[config.mk]
export PLATFORM = sky130hd
export DESIGN_NAME = store_addr_queue
export DESIGN_NICKNAME = d
export VERILOG_FILES = /design/src/rtl/store_addr_queue.sv
export SDC_FILE = /design/constraint.sdc
export NUM_CORES = 1
export LEC_CHECK = 0
export BUFFER_PORTS_ARGS = -buffer_cell sky130_fd_sc_hd__buf_4
export CORE_MARGIN = 2
export CORE_UTILIZATION = 51
export DETAILED_ROUTE_END_ITERATION = 8
export PLACE_DENSITY = 0.77
export SLEW_MARGIN = 0
export SYNTH_ARGS = -nofsm -noshare
export SYNTH_HDL_FRONTEND = slang
export SYNTH_SLANG_ARGS = --single-unit
[constraint.sdc]
create_clock -name clk -period 2.7 [get_ports clk]
set_input_delay 0 -clock clk [delete_from_list [all_inputs] [get_ports clk]]
set_output_delay 0 -clock clk [all_outputs]
set_load 0.005 [all_outputs]
[src/rtl/store_addr_queue.sv]
// store_addr_queue: circular store address queue of the load/store unit.
// Dispatch allocates one entry per store at the tail. The AGU fills in the
// address and data-ready flags, and the ROB marks entries committed in program
// order. The oldest committed, fully resolved store is issued to memory with a
// valid/ready handshake. Every entry is also exported as a flat bus so the AGU
// address comparator can check load/store ordering.
//
// Ports:
//   clk, rst                        clock, synchronous active-high reset
//   i_alloc_en, i_alloc_tag         allocation request and its ROB tag
//   o_alloc_idx, o_full, o_empty    tail index and occupancy status
//   i_addr_en, i_addr_idx, i_addr   AGU address write
//   i_data_en, i_data_idx           store-data-ready mark
//   i_commit, i_flush               in-order commit, kill all uncommitted
//   o_st_valid, o_st_addr, o_st_tag head store offered to memory
//   i_st_ready                      memory accepts the head store
//   o_entries_saq                   all entries {A,val,addr,V,D,tag}, entry i
//                                   at [(i+1)*DATA_SAQ-1 : i*DATA_SAQ]
module store_addr_queue #(
  parameter int unsigned WIDTH_SAQ  = 2,
  parameter int unsigned WIDTH_ADDR = 32,
  parameter int unsigned WIDTH_TAG  = 4,
  localparam int unsigned SIZE_SAQ  = 1 << WIDTH_SAQ,
  localparam int unsigned DATA_SAQ  = 4 + WIDTH_ADDR + WIDTH_TAG
) (
  input  logic                         clk,
  input  logic                         rst,
  input  logic                         i_alloc_en,
  input  logic [WIDTH_TAG-1:0]         i_alloc_tag,
  output logic [WIDTH_SAQ-1:0]         o_alloc_idx,
  output logic                         o_full,
  output logic                         o_empty,
  input  logic                         i_addr_en,
  input  logic [WIDTH_SAQ-1:0]         i_addr_idx,
  input  logic [WIDTH_ADDR-1:0]        i_addr,
  input  logic                         i_data_en,
  input  logic [WIDTH_SAQ-1:0]         i_data_idx,
  input  logic                         i_commit,
  input  logic                         i_flush,
  output logic                         o_st_valid,
  output logic [WIDTH_ADDR-1:0]        o_st_addr,
  output logic [WIDTH_TAG-1:0]         o_st_tag,
  input  logic                         i_st_ready,
  output logic [DATA_SAQ*SIZE_SAQ-1:0] o_entries_saq
);

  localparam int unsigned PTR_W = WIDTH_SAQ + 1;

  // Per-entry fields: allocated, address valid, address, data valid, committed, tag
  logic                  a_q    [SIZE_SAQ];
  logic                  a_d    [SIZE_SAQ];
  logic                  val_q  [SIZE_SAQ];
  logic                  val_d  [SIZE_SAQ];
  logic [WIDTH_ADDR-1:0] addr_q [SIZE_SAQ];
  logic [WIDTH_ADDR-1:0] addr_d [SIZE_SAQ];
  logic                  v_q    [SIZE_SAQ];
  logic                  v_d    [SIZE_SAQ];
  logic                  dc_q   [SIZE_SAQ];
  logic                  dc_d   [SIZE_SAQ];
  logic [WIDTH_TAG-1:0]  tag_q  [SIZE_SAQ];
  logic [WIDTH_TAG-1:0]  tag_d  [SIZE_SAQ];

  // Pointers carry a wrap bit above the index bits
  logic [PTR_W-1:0] head_q, head_d;
  logic [PTR_W-1:0] cmt_q,  cmt_d;
  logic [PTR_W-1:0] tail_q, tail_d;

  logic [WIDTH_SAQ-1:0] head_idx;
  logic [WIDTH_SAQ-1:0] cmt_idx;
  logic [WIDTH_SAQ-1:0] tail_idx;
  logic                 deq;

  assign head_idx = head_q[WIDTH_SAQ-1:0];
  assign cmt_idx  = cmt_q[WIDTH_SAQ-1:0];
  assign tail_idx = tail_q[WIDTH_SAQ-1:0];

  // Status and head-store outputs derived from registered state
  assign o_empty     = (head_q == tail_q);
  assign o_full      = (head_idx == tail_idx) && (head_q[WIDTH_SAQ] != tail_q[WIDTH_SAQ]);
  assign o_alloc_idx = tail_idx;
  assign o_st_valid  = !o_empty && a_q[head_idx] && val_q[head_idx] &&
                       v_q[head_idx] && dc_q[head_idx];
  assign o_st_addr   = addr_q[head_idx];
  assign o_st_tag    = tag_q[head_idx];
  assign deq         = o_st_valid && i_st_ready;

  // Flat export of all entries
  always_comb begin
    o_entries_saq = '0;
    for (int i = 0; i < SIZE_SAQ; i++) begin
      o_entries_saq[i*DATA_SAQ +: DATA_SAQ] =
        {a_q[i], val_q[i], addr_q[i], v_q[i], dc_q[i], tag_q[i]};
    end
  end

  // Next-state: flush overrides address/data/commit/allocate; dequeue is applied last
  always_comb begin
    head_d = head_q;
    cmt_d  = cmt_q;
    tail_d = tail_q;
    for (int i = 0; i < SIZE_SAQ; i++) begin
      a_d[i]    = a_q[i];
      val_d[i]  = val_q[i];
      addr_d[i] = addr_q[i];
      v_d[i]    = v_q[i];
      dc_d[i]   = dc_q[i];
      tag_d[i]  = tag_q[i];
    end

    if (i_flush) begin
      for (int i = 0; i < SIZE_SAQ; i++) begin
        if (a_q[i] && !dc_q[i]) begin
          a_d[i]    = 1'b0;
          val_d[i]  = 1'b0;
          addr_d[i] = '0;
          v_d[i]    = 1'b0;
          tag_d[i]  = '0;
        end
      end
      tail_d = cmt_q;
    end else begin
      // Committed entries keep their address; D is checked before this cycle's commit
      if (i_addr_en && a_q[i_addr_idx] && !dc_q[i_addr_idx]) begin
        addr_d[i_addr_idx] = i_addr;
        val_d[i_addr_idx]  = 1'b1;
      end
      if (i_data_en && a_q[i_data_idx]) begin
        v_d[i_data_idx] = 1'b1;
      end
      if (i_commit && (cmt_q != tail_q)) begin
        dc_d[cmt_idx] = 1'b1;
        cmt_d         = cmt_q + PTR_W'(1);
      end
      if (i_alloc_en && !o_full) begin
        a_d[tail_idx]    = 1'b1;
        val_d[tail_idx]  = 1'b0;
        addr_d[tail_idx] = '0;
        v_d[tail_idx]    = 1'b0;
        dc_d[tail_idx]   = 1'b0;
        tag_d[tail_idx]  = i_alloc_tag;
        tail_d           = tail_q + PTR_W'(1);
      end
    end

    if (deq) begin
      a_d[head_idx]    = 1'b0;
      val_d[head_idx]  = 1'b0;
      addr_d[head_idx] = '0;
      v_d[head_idx]    = 1'b0;
      dc_d[head_idx]   = 1'b0;
      tag_d[head_idx]  = '0;
      head_d           = head_q + PTR_W'(1);
    end
  end

  // State registers with synchronous reset
  always_ff @(posedge clk) begin
    if (rst) begin
      head_q <= '0;
      cmt_q  <= '0;
      tail_q <= '0;
      for (int i = 0; i < SIZE_SAQ; i++) begin
        a_q[i]    <= 1'b0;
        val_q[i]  <= 1'b0;
        addr_q[i] <= '0;
        v_q[i]    <= 1'b0;
        dc_q[i]   <= 1'b0;
        tag_q[i]  <= '0;
      end
    end else begin
      head_q <= head_d;
      cmt_q  <= cmt_d;
      tail_q <= tail_d;
      for (int i = 0; i < SIZE_SAQ; i++) begin
        a_q[i]    <= a_d[i];
        val_q[i]  <= val_d[i];
        addr_q[i] <= addr_d[i];
        v_q[i]    <= v_d[i];
        dc_q[i]   <= dc_d[i];
        tag_q[i]  <= tag_d[i];
      end
    end
  end

endmodule

; ---- Word level (Yosys, flattened, before mapping)
; Memory sizes are Yosys's and may differ from the RTL's. A register that Yosys moved wholly into a read port is not among the register bits.
; Cells that the tools add are included.
; Widths: inputs -> output; s select.
[op_classes]
addsub = 3
n_mul = 0
n_div = 0
magnitude_cmp = 10
n_eq_ne = 4
shifts = 0
mux = 109
bitwise_logic = 49
n_reduce_logical = 29
[op_table]
columns = op, count
row1 = $mux 128, 5
row2 = $mux 32, 11
row3 = $and 128x128->128, 2
row4 = $not 128->128, 2
row5 = $demux 32 s2, 3
row6 = $bwmux 128, 1
row7 = $mux 4, 28
row8 = $mux 16, 3
row9 = $mux 1, 36
row10 = $and 4x4->4, 7
row11 = $mux 2, 12
row12 = $or 1x1->1, 24
row13 = $logic_and 1x1->1, 20
row14 = $and 16x16->16, 1
row15 = $bwmux 16, 1
row16 = $demux 4 s2, 2
row17 = $not 16->16, 1
row18 = $or 4x4->4, 4
row19 = $ge 3x3->1 const B, 5
row20 = $lt 3x1->1 const B, 5
row21 = $not 2->3, 5
row22 = $demux 1 s2, 5
row23 = $add 3x1->3 const B, 3
row24 = $not 4->4, 2
row25 = other kinds (9), 16
[totals]
ff_bits = 9
latch_bits = 0
mem_bits_rw = 160
mem_bits_ro = 0
in_bits = 48
output_inout_bits = 201
word_cells = 213
mem_count = 6
[memory_table]
columns = name, depth, width, read_ports, rd_clocked_by_memory_dff, wr, line
row1 = addr_q, 4, 32, 5, 1, 4, 54  ; logic [WIDTH_ADDR-1:0] addr_q [SIZE_SAQ];
row2 = tag_q, 4, 4, 5, 1, 4, 60  ; logic [WIDTH_TAG-1:0] tag_q [SIZE_SAQ];
row3 = a_q, 4, 1, 7, 1, 4, 50  ; logic a_q [SIZE_SAQ];
row4 = dc_q, 4, 1, 6, 1, 4, 58  ; logic dc_q [SIZE_SAQ];
row5 = v_q, 4, 1, 5, 1, 4, 56  ; logic v_q [SIZE_SAQ];
row6 = val_q, 4, 1, 5, 1, 4, 52  ; logic val_q [SIZE_SAQ];

; ---- Depth between registers and ports, before layout
[logic_depth]
ltp_word = 14
mapped_depth = 8
mapped_depth_nobuf = 7

; ---- Least setup slack after synthesis
; OpenSTA, ideal clock, no wires.
[synth_path]
path_type = reg-to-reg
from = register tail_q[0]
to = memory addr_q[2][10]
setup_time_ps = 117
t_arrival_ps = 1795
required_ps = 2583
slack_ps = 788
path_stages_with_launch = 8
n_path_buf = 2
period_less_slack_ps = 1912
cell_sequence = dfxtp_1 > xnor2_2 > a31o_1 > a211oi_4 > a21o_1 > buf_6 > buf_12 > nor2_2
[synth_lines]
columns = element, line
row1 = start: declaration, 66  ; logic [PTR_W-1:0] tail_q, tail_d;
row2 = start signal: assignment, 173  ; tail_q <= tail_d;
row3 = end: declaration, 54

==> flow_summary.html <==
<table>
<tr><th>Metric</th><th>Value</th></tr>
<tr><th colspan="2">Outcome</th></tr>
<tr><td>Status</td><td>completed</td></tr>
<tr><th colspan="2">Detailed routing</th></tr>
<tr><td>Via density</td><td>5.95</td></tr>
<tr><td>Total wire length after detailed routing</td><td>24,700 um</td></tr>
<tr><td>Starting DRT DRC Count</td><td>614</td></tr>
<tr><td>Total vias in the final route</td><td>7,123</td></tr>
<tr><td>Number of remaining DRC errors</td><td>0</td></tr>
<tr><td>DRT antenna net count</td><td>0</td></tr>
<tr><td>Wire length per cell after detailed routing</td><td>20.6 um</td></tr>
<tr><td>Number of detailed-route iterations in the first pass</td><td>6</td></tr>
<tr><th colspan="2">Clocking</th></tr>
<tr><td>CTS clk-pin slew, worst paths</td><td>0.06 ns</td></tr>
<tr><td>Worst-Skew Late Latency</td><td>0.43 ns</td></tr>
<tr><td>TritonCTS clock tree</td><td>built</td></tr>
<tr><td>Inserted Clock Buffers</td><td>17</td></tr>
<tr><td>Buffers inserted by post-CTS timing repair</td><td>0</td></tr>
<tr><td>Sinks on the clock net</td><td>171</td></tr>
<tr><td>Cell at the root of the clock tree</td><td>clkbuf_16</td></tr>
<tr><td>Max clock buf depth</td><td>2</td></tr>
<tr><td>Clock H-tree levels</td><td>4</td></tr>
<tr><th colspan="2">Synthesis</th></tr>
<tr><td>Number of synthesized flops with an enable pin</td><td>0</td></tr>
<tr><td>Fraction of registers with async set or reset after synthesis</td><td>0%</td></tr>
<tr><td>Syn_nets</td><td>800</td></tr>
<tr><td>Most common flop cell mapped by yosys</td><td>dfxtp_1</td></tr>
<tr><td>Share of synthesized area occupied by flip-flops and latches</td><td>44.1%</td></tr>
<tr><td>Synth warnings</td><td>0</td></tr>
<tr><td>Number of distinct library cells after synthesis</td><td>53</td></tr>
<tr><td>Mean instance size in the synthesized netlist</td><td>10.5 um2</td></tr>
<tr><td>Number of cells produced by synthesis</td><td>740</td></tr>
<tr><td>Synth Cell Area</td><td>0.00776 mm2</td></tr>
<tr><td>Count of state elements after synthesis</td><td>171</td></tr>
<tr><th colspan="2">Timing</th></tr>
<tr><td>Pin slew with the least headroom to its limit</td><td>0.977 ns</td></tr>
<tr><td>Unrepaired setup endpoints after global routing</td><td>no</td></tr>
<tr><td>Final worst path period share</td><td>91.9%</td></tr>
<tr><td>Fin Clk Skew</td><td>0.00817 ns</td></tr>
<tr><td>Final Setup Violations</td><td>0</td></tr>
<tr><td>Fin. Hold Viols</td><td>0</td></tr>
<tr><td>Maximum clock rate</td><td>0.403 GHz</td></tr>
<tr><td>Total negative setup slack</td><td>0 ns</td></tr>
<tr><td>Final critical path time including I/O delays and setup</td><td>2.48 ns</td></tr>
<tr><td>Slew margin rel.</td><td>34.7%</td></tr>
<tr><td>Number of max-slew violations in the final report</td><td>0</td></tr>
<tr><th colspan="2">Setup path</th></tr>
<tr><td>Worst setup path category</td><td>flop to flop</td></tr>
<tr><td>Count of buffering cells on the critical path with inverters included</td><td>0</td></tr>
<tr><td>Req. time, crit path</td><td>3.06 ns</td></tr>
<tr><td>Data arrival, critical path</td><td>2.84 ns</td></tr>
<tr><td>Largest stage delay on the critical path</td><td>0.78 ns</td></tr>
<tr><td>Critical path launch point type</td><td>flop</td></tr>
<tr><td>Worst-path cell chain</td><td>xnor2_2 &gt; a311oi_4 &gt; a21oi_4 &gt; a22oi_1 &gt; nor2_1</td></tr>
<tr><td>Critical path peak fanout</td><td>32</td></tr>
<tr><td>Type of element capturing the critical path</td><td>flop</td></tr>
<tr><td>Largest delay share family, worst path</td><td>compound AO/OA/AOI/OAI gates</td></tr>
<tr><td>Slowest cell on the critical path</td><td>a21oi_4</td></tr>
<tr><th colspan="2">GRT</th></tr>
<tr><td>Antenna violations before repair</td><td>0</td></tr>
<tr><td>Gr ovfl total</td><td>0</td></tr>
<tr><td>Pin count of the biggest net entering global routing</td><td>33</td></tr>
<tr><td>Via count of the first global-routing pass</td><td>6,670</td></tr>
<tr><td>First-pass GRT wire length</td><td>37,700 um</td></tr>
<tr><td>GRT Overall Usage</td><td>29.9%</td></tr>
<tr><th colspan="2">Floorplan</th></tr>
<tr><td>Die width</td><td>127 um</td></tr>
<tr><td>Rows</td><td>45</td></tr>
<tr><td>Die extent in y</td><td>127 um</td></tr>
<tr><td>Core Box Area</td><td>0.0150 mm2</td></tr>
<tr><td>Area of the die</td><td>0.0162 mm2</td></tr>
<tr><td>Starting density of the core</td><td>51.6%</td></tr>
<tr><td>Number of top-level design ports</td><td>249</td></tr>
<tr><th colspan="2">Power and ir drop</th></tr>
<tr><td>Net load switching power</td><td>1.22 mW</td></tr>
<tr><td>Cell Int Power</td><td>4.18 mW</td></tr>
<tr><td>Peak supply drop</td><td>0.000455 V</td></tr>
<tr><td>Total power density per cell area</td><td>512 mW/mm2</td></tr>
<tr><td>Reg power frac</td><td>47.3%</td></tr>
<tr><td>Switching share of power</td><td>22.6%</td></tr>
<tr><td>Part of the power in the clock network</td><td>45.1%</td></tr>
<tr><td>Leak pwr</td><td>4.26 nW</td></tr>
<tr><td>Logic gate share of total power</td><td>7.5%</td></tr>
<tr><th colspan="2">Min path</th></tr>
<tr><td>HP Class</td><td>input port to flop</td></tr>
<tr><th colspan="2">Place</th></tr>
<tr><td>Routability congestion estimate from global placement</td><td>0.920</td></tr>
<tr><td>HPWL after DPL</td><td>16,700 um</td></tr>
<tr><td>Buffers added on ports</td><td>248</td></tr>
<tr><td># placed instances</td><td>1,127</td></tr>
<tr><th colspan="2">Cells and area</th></tr>
<tr><td>Final #Nets</td><td>1,060</td></tr>
<tr><td>Diode count</td><td>0</td></tr>
<tr><td>Final instance count without filler cells</td><td>1,198</td></tr>
<tr><td>Number of filler cells placed in the layout</td><td>1,122</td></tr>
<tr><td>Layout cells sized above 1</td><td>40.5%</td></tr>
<tr><td>Syn-to-layout area delta</td><td>35.9%</td></tr>
<tr><th colspan="2">Run</th></tr>
<tr><td>Max-Cap Viols</td><td>0</td></tr>
</table>
==> power by group through the flow <==
stage / Sequential (mW) / Clock, mW / Combinational, mW
floorplan: 2.61 / 0 / 0.201
global placement: 2.61 / 0 / 0.346
detailed placement: 2.61 / 0 / 0.348
CTS: 2.56 / 2.45 / 0.400
global route: 2.56 / 2.57 / 0.430
finish: 2.56 / 2.44 / 0.405
==> path summary, 6_finish.rpt <==
check | from | to | slack [ns] | cells after the start
setup / recovery | tail_q[0] | addr_q[3][22] | 0.22 | 5
hold / removal | i_data_idx[1] | v_q[0] | 0.03 | 4
setup reg to reg | tail_q[0] | addr_q[3][22] | 0.22 | 5
hold reg to reg | v_q[1] | v_q[1] | 0.48 | 2
==> what timing repair did <==
item / CTS / global route
hold buffers: 42 / 0
hold endpoints to repair: 160 / 0
gates resized for setup: 0 / 0
==> registers in the layout, summed over array words and instances (netlist names), named ones only <==
signal / flops
dc_q: 4
a_q: 4
addr_q: 128
cmt_q: 3
head_q: 3
tag_q: 16
val_q: 4
v_q: 4
tail_q: 3
==> cell type report <==
class	instances	area, um2	share of cell area [%]
clock buffers	23	498	4.72
inverters	13	48.8	0.463
repair buffers	313	2500	23.7
multi-input cells	484	3750	35.5
clock inverters	6	86.3	0.819
well taps	188	235	2.23
flip-flops and latches	171	3430	32.5
==> stage by stage <==
stage | area [um2] | power [mW] | worst slack [ns] | util (%) | hold WS [ns]
final | 10500 | 5.40 | 0.220 | 70.2 | 0.0320
after detailed placement | 9540 | 2.96 | 0.264 | 63.5 | 0.273
after floorplan | 7760 | 2.81 | 0.788 | - | 0.133
after global placement | 9540 | 2.96 | 0.357 | 63.5 | 0.264
after CTS | 10500 | 5.41 | 0.227 | 70.2 | 0.0137
after global routing | 10500 | 5.56 | 0.104 | 70.2 | 0.0643
==> cell usage after synthesis, types with 4 or more instances <==
library cell  number  area [um2]
buf_1              5        18.8
nand2_1           31         116
nor2_1            93         349
xor2_1             5        43.8
a21o_1             4        30.0
a211oi_1           8        60.1
xnor2_1            4        35.0
nor2_2            51         319
dfxtp_1          171        3420
buf_4             27         203
ha_1              12         150
mux4_2            36         811
nand2b_1           4        25.0
nor2b_1            4        25.0
buf_2             17        85.1
a21oi_1           30         150
clkbuf_1           5        18.8
nand3_1           22         110
inv_1             13        48.8
buf_6             15         169
nor3_1             8        40.0
a22oi_1          128         961
==> cells in the final DEF, fill, tap and decap left out, types with 3 or more instances in the layout <==
cell type      instances
buf_4                267
dfxtp_1              169
a22oi_1              128
nor2_1                91
nor2_2                53
dlygate4sd3_1         42
mux4_2                36
nand2_1               31
a21oi_1               30
nand3_1               22
clkbuf_16             17
inv_1                 13
ha_1                  12
a211oi_1               8
nor3_1                 8
xor2_1                 5
clkbuf_8               5
xnor2_1                4
nand2b_1               4
nor2b_1                4
buf_12                 4
and3_1                 3
a311oi_4               3
nand4_1                3
a32oi_1                3
==> per-layer routing <==
layer,vias to the layer above,track usage (%),routed length (um)
li1,3208,-,-
met1,3487,38.4,9950
met5,-,0,0
met4,0,13.5,650
met3,51,4.31,1720
met2,377,50.3,12400
==> worst reg2reg max path: cells and delay by family, from the launching register on <==
kind / cells / cell delay [ns]
flops: 1 / 0.41
simple gates: 1 / 0.14
compound gates: 3 / 1.22
xor+xnor: 1 / 0.64
==> kinds of logic (layout without fill, tap and decap cells) <==
family,Yosys count,count (layout),share of synthesized area (%)
XOR/XNOR,12,12,1.79
buffers and inverters,85,355,7.77
adder cells (fa/ha/maj),12,12,1.93
multiplexers,37,37,10.6
AO/OA/AOI/OAI,195,195,19.7
AND/OR/NAND/NOR,228,228,14.1
flip-flops,171,171,44.1
Note: power is estimated with default switching activity, not from simulation.
